==> config.mk <==
export PLATFORM = sky130hd
export DESIGN_NAME = coin_stage_sequencer
export DESIGN_NICKNAME = d
export VERILOG_FILES = /design/src/rtl/coin_stage_sequencer_pkg.sv /design/src/rtl/btn_debounce_pulse.sv /design/src/rtl/coin_stage_sequencer.sv
export SDC_FILE = /design/constraint.sdc
export NUM_CORES = 1
export LEC_CHECK = 0
export CAP_MARGIN = 40
export CORE_ASPECT_RATIO = 0.5
export CORE_UTILIZATION = 54
export CTS_CLUSTER_DIAMETER = 50
export DETAILED_ROUTE_END_ITERATION = 7
export HOLD_SLACK_MARGIN = 0.05
export PLACE_DENSITY = 0.76
export SYNTH_ARGS = -nofsm -noshare
export SYNTH_HDL_FRONTEND = slang
export SYNTH_SLANG_ARGS = --single-unit
export TNS_END_PERCENT = 10
==> constraint.sdc <==
create_clock -name clk -period 3.8 [get_ports clk]
set_input_delay 0.76 -clock clk [delete_from_list [all_inputs] [get_ports clk]]
set_output_delay 0.76 -clock clk [all_outputs]
set_load 0.01 [all_outputs]
==> src/rtl/coin_stage_sequencer_pkg.sv <==
// rtl/coin_stage_sequencer_pkg.sv - shared state encoding and default parameters
package coin_stage_sequencer_pkg;

  typedef enum logic [1:0] {
    ST_IDLE = 2'd0,
    ST_RUN  = 2'd1,
    ST_DONE = 2'd2
  } state_t;

  localparam int DEF_DEB_CYCLES = 4;
  localparam int DEF_CREDIT_W   = 5;
  localparam int DEF_NUM_STAGES = 9;
  localparam int DEF_DONE_HOLD  = 8;

endpackage

==> src/rtl/btn_debounce_pulse.sv <==
// rtl/btn_debounce_pulse.sv - synchronizer, debouncer and rising-edge pulse for one raw button
module btn_debounce_pulse
  import coin_stage_sequencer_pkg::*;
#(
  parameter int DEB_CYCLES = DEF_DEB_CYCLES
) (
  input  logic clk,
  input  logic rst,
  input  logic btn,
  output logic pulse
);

  localparam int CNT_W = $clog2(DEB_CYCLES + 1);

  logic             sync1;
  logic             sync2;
  logic             deb;
  logic             deb_d;
  logic [CNT_W-1:0] cnt;

  always_ff @(posedge clk) begin
    if (rst) begin
      sync1 <= 1'b0;
      sync2 <= 1'b0;
      deb   <= 1'b0;
      deb_d <= 1'b0;
      cnt   <= '0;
      pulse <= 1'b0;
    end else begin
      sync1 <= btn;
      sync2 <= sync1;
      // any sample agreeing with the current level restarts the stability count
      if (sync2 == deb) begin
        cnt <= '0;
      end else if (cnt == CNT_W'(DEB_CYCLES - 1)) begin
        deb <= sync2;
        cnt <= '0;
      end else begin
        cnt <= cnt + 1'b1;
      end
      deb_d <= deb;
      pulse <= deb & ~deb_d;
    end
  end

endmodule

==> src/rtl/coin_stage_sequencer.sv <==
// rtl/coin_stage_sequencer.sv - button conditioning, credit accumulation and stage FSM
module coin_stage_sequencer
  import coin_stage_sequencer_pkg::*;
#(
  parameter int DEB_CYCLES = DEF_DEB_CYCLES,
  parameter int CREDIT_W   = DEF_CREDIT_W,
  parameter int NUM_STAGES = DEF_NUM_STAGES,
  parameter int DONE_HOLD  = DEF_DONE_HOLD
) (
  input  logic                clk,
  input  logic                rst,
  input  logic                coin_in,
  input  logic                adv_in,
  input  logic [CREDIT_W-1:0] sw_price,
  output logic [3:0]          stage,
  output logic [CREDIT_W-1:0] credit,
  output logic                has_credit,
  output logic                busy,
  output logic                done,
  output logic                denied
);

  localparam int                  HOLD_W     = $clog2(DONE_HOLD + 1);
  localparam logic [CREDIT_W-1:0] CREDIT_MAX = '1;

  logic                coin_p;
  logic                adv_p;
  state_t              state;
  state_t              state_nx;
  logic [3:0]          stage_nx;
  logic [CREDIT_W-1:0] credit_base;
  logic [CREDIT_W-1:0] credit_nx;
  logic [HOLD_W-1:0]   hold_cnt;
  logic [HOLD_W-1:0]   hold_nx;
  logic                denied_nx;

  btn_debounce_pulse #(.DEB_CYCLES(DEB_CYCLES)) u_coin (
    .clk   (clk),
    .rst   (rst),
    .btn   (coin_in),
    .pulse (coin_p)
  );

  btn_debounce_pulse #(.DEB_CYCLES(DEB_CYCLES)) u_adv (
    .clk   (clk),
    .rst   (rst),
    .btn   (adv_in),
    .pulse (adv_p)
  );

  assign has_credit = (credit >= sw_price);

  always_comb begin
    state_nx    = state;
    stage_nx    = stage;
    hold_nx     = hold_cnt;
    denied_nx   = 1'b0;
    credit_base = credit;
    case (state)
      ST_IDLE: begin
        stage_nx = 4'd0;
        if (adv_p) begin
          if (has_credit) begin
            state_nx    = ST_RUN;
            stage_nx    = 4'd1;
            credit_base = credit - sw_price;
          end else begin
            denied_nx = 1'b1;
          end
        end
      end
      ST_RUN: begin
        if (adv_p) begin
          if (stage < 4'(NUM_STAGES)) begin
            stage_nx = stage + 4'd1;
          end else begin
            state_nx = ST_DONE;
            hold_nx  = '0;
          end
        end
      end
      ST_DONE: begin
        if (hold_cnt == HOLD_W'(DONE_HOLD - 1)) begin
          state_nx = ST_IDLE;
          stage_nx = 4'd0;
        end else begin
          hold_nx = hold_cnt + 1'b1;
        end
      end
      default: begin
        state_nx = ST_IDLE;
        stage_nx = 4'd0;
      end
    endcase
    // a coin landing with a run start is added after the price is taken
    credit_nx = credit_base;
    if (coin_p && (credit_base != CREDIT_MAX)) begin
      credit_nx = credit_base + 1'b1;
    end
  end

  always_ff @(posedge clk) begin
    if (rst) begin
      state    <= ST_IDLE;
      stage    <= 4'd0;
      credit   <= '0;
      hold_cnt <= '0;
      busy     <= 1'b0;
      done     <= 1'b0;
      denied   <= 1'b0;
    end else begin
      state    <= state_nx;
      stage    <= stage_nx;
      credit   <= credit_nx;
      hold_cnt <= hold_nx;
      busy     <= (state_nx != ST_IDLE);
      done     <= (state_nx == ST_DONE);
      denied   <= denied_nx;
    end
  end

endmodule

==> metrics <==
Int Pwr=589.7 uW; mean instance size in the synthesized netlist=9.458 um2; Final period util=0.9445; Clock Tree Buf Depth=2; initial drt markers=29; Initial Util=0.6054; P_sw=~140 uW; logic depth of the worst register-to-register path=14; share of synthesized registers carrying an async set or reset=0; ys flop type=dfxtp_1; cell-by-cell listing of the critical path=clkdlybuf4s50_1 > inv_1 > ha_1 > nand2_1 > o21ai_2 > buf_4 > nor2_1 > a21oi_1 > clkdlybuf4s50_1; Worst setup SP type=primary input; Setup Viol. Count Final=0; endpoint arrival time on the critical path=2.83 ns; DPL Wire Length=approximately 2200 um; CTS root buffer=clkbuf_8; type of destination of the critical path=output pin; layout cell share with drive strength beyond 1=0.1159; critical path's slowest cell=clkdlybuf4s50_1; portion of the post-synthesis area used by sequential elements=0.4066; drc violations=0; maxcap violations=0; n_diodes=0; cell repeated most along the worst path=clkdlybuf4s50_1; number of flops mapped to enable cells by yosys=0; slew margin rel.=0.4258; count of hold-fix buffers inserted at cts=0; initial antenna violation count=0; Hold Path Cell Cnt=1; Hold Crit Class=reg -> reg; number of H-tree branching levels=2; Crit Path Class=in -> out; final core area utilization=0.7493; maximum ir drop on the vdd rail=between 0.0002 and 0.0003 V; worst setup slack after layout=about 0.21 ns; outcome=completed; count of state elements after synthesis=34; Worst Setup Slack post-DPL=-0.1742 ns; Worst setup startpoint=sw_price[2]; library cell with the largest summed area after synthesis=dfxtp_1; Core Area=about 2800 um2; share of the synthesized area in the top cell type=0.4066; maximum frequency from static timing analysis=about 280 MHz; chip height=41.37 um; CTS tree=done; PortBufs=21; wire length of the first global-routing pass=around 4800 um; first-pass iteration count of the detailed router=4; Die X-Extent=80.74 um; final max-slew violation count=0; maximum number of pins on one net before global-route repair=24; Die ar.=3340 um2; RD Place Congestion=about 0.80; commonest cells in the netlist=34 x dfxtp_1, 18 x nor2_1, 15 x inv_1, 14 x ha_1, 12 x a21oi_1; synthesis warning total=0; via count of the first global-routing pass=between 1,000 and 1,500; I/O pin count=22; final antenna-violating net count=0; routed wirelength normalized by instance count=about 13 um; total area of sequential cells=680.7 um2; CP Capture Point=has_credit; syn_nets=approximately 200; clock tree skew after final layout=approximately 0.0052 ns; top fanout value on the critical path=4; biggest cell delay along the critical path=roughly 0.57 ns; cell area after technology mapping=~1700 um2; post-layout minimum cycle time=between 3 and 4 ns; instance count of the mapped netlist=between 150 and 200; Gate power share=0.055; wire length after detailed routing=3051 um; area of the multi-input gates=a little over 900 um2; Fillers=around 210; reported leakage power=approximately 0.00085 uW; Worst Tran Pin Value=approximately 0.86 ns; sw frac=0.1945; start of the worst register-to-register path=credit[0]; r2r setup slk=between 0.8 and 0.9 ns; Rows=13; unrepaired setup endpoints after global routing=no; clock buffers created by TritonCTS=5; most frequently used cell type in the post-synthesis netlist=dfxtp_1; R2R Path End=credit[3]; Tot GR Track Use=0.2064; CTS sink cnt=34; CTS clock-pin slew for the worst setup and hold paths=about 0.06 ns; sequential group share of total power=0.495; source-to-sink clock delay at the later pin of the worst-skew pair=between 0.2 and 0.3 ns; post-CTS setup-driven buffer insertion count=0; Congestion Overflow GR=0; final hold viol count=0; count of unique library cells instantiated by Yosys=39; worst path required time=slightly above 3 ns; biggest area contributors in the synthesized netlist=dfxtp_1 41%, ha_1 10%, xnor2_1 4.2%, nor2_1 4.0%, nor2b_1 3.7%; area growth from synthesis to layout=23.77%; via count=1,262; Clock Power Share=0.450; NumNets Final=around 230; Cell Pwr Density=353.3 nW/um2; mean number of vias per cell=a little over 5
==> worst max-delay path, delay by kind of cell <==
kind	cells	cell delay [ns]
buf+inv	4	1.21
compound gates	2	0.36
simple gates	2	0.14
fa+ha+maj	1	0.35
==> power by group through the flow <==
stage	combinational (uW)	sequential (uW)	clock [uW]
finish	40.1	362	330
floorplan	22.9	370	0
global placement	38.3	370	0
CTS	39.8	362	334
global route	43.8	362	355
detailed placement	39.3	370	0
==> repair_timing <==
action	in CTS	in global routing
endpoints found under the setup margin	0	2
resized for setup	0	3
endpoints found under the hold margin	0	0
==> cell type report <==
class / count / share of cell area
clock buffers: 6 / 0.03986
clock inverters: 1 / 0.01449
inverters: 15 / 0.02717
multi-input cells: 124 / 0.4444
flip-flops and latches: 34 / 0.3285
well taps: 37 / 0.02234
repair buffers: 27 / 0.1232
==> worst min path at each step <==
stage / from / end / slack, ns
floorplan: u_adv.deb_d / u_adv.pulse / 0.37
global placement: u_adv.deb_d / u_adv.pulse / 0.37
detailed placement: u_adv.deb_d / u_adv.pulse / 0.38
CTS: u_adv.deb_d / u_adv.pulse / 0.39
global route: u_adv.deb_d / u_adv.pulse / 0.42
finish: u_adv.deb_d / u_adv.pulse / 0.39
==> sequential cells by signal, summed over array words and instances (netlist names), 2 cells and up <==
register and flops:
stage 4, u_adv.cnt 3, credit 5, state 2, u_coin.cnt 3, hold_cnt 4
==> metrics by stage <==
stage                     setup TNS, ns  instance area [um2]  total power, uW  std cells  hold slack [ns]
final                                 0                 2072            732.0        244           0.3875
after global routing                  0                 2072            761.0        244           0.4235
after floorplan                       0                 1674            392.5        177           0.3674
after detailed placement        -0.3283                 1953            409.3        237           0.3808
after global placement         -0.01570                 1953            408.2        237           0.3719
after CTS                             0                 2066            736.2        244           0.3898
==> kinds of logic after synthesis <==
group | count (synthesis) | synth area share
compound gates | 29 | 0.1241
buf+inv | 19 | 0.04708
flops | 34 | 0.4066
simple gates | 60 | 0.1876
fa+ha+maj | 15 | 0.1166
mux | 9 | 0.06053
xor+xnor | 11 | 0.05755
==> layout by cell type (no fill, tap or decap), types with 3 or more instances in the layout <==
master	Yosys	final
ha_1	14	14
inv_1	15	15
dfxtp_1	34	34
nor2b_1	10	9
nand2_1	9	9
xnor2_1	8	8
and2_1	3	3
mux2i_1	5	5
nand3_1	4	4
nor2_1	18	18
clkbuf_8	0	6
o211ai_1	3	3
clkdlybuf4s50_1	0	21
buf_4	0	6
a21o_1	3	3
xor2_1	3	3
a21oi_1	12	11
==> routing by layer <==
metal / up-vias / track usage / wire length, um
met5: - / 0 / 0
met2: 19 / 0.3729 / 1427
met1: 581 / 0.2341 / 1485
met3: 6 / 0.07174 / 96
met4: 0 / 0.09375 / 42
li1: 656 / - / -
(Power assumes the default switching activity.)
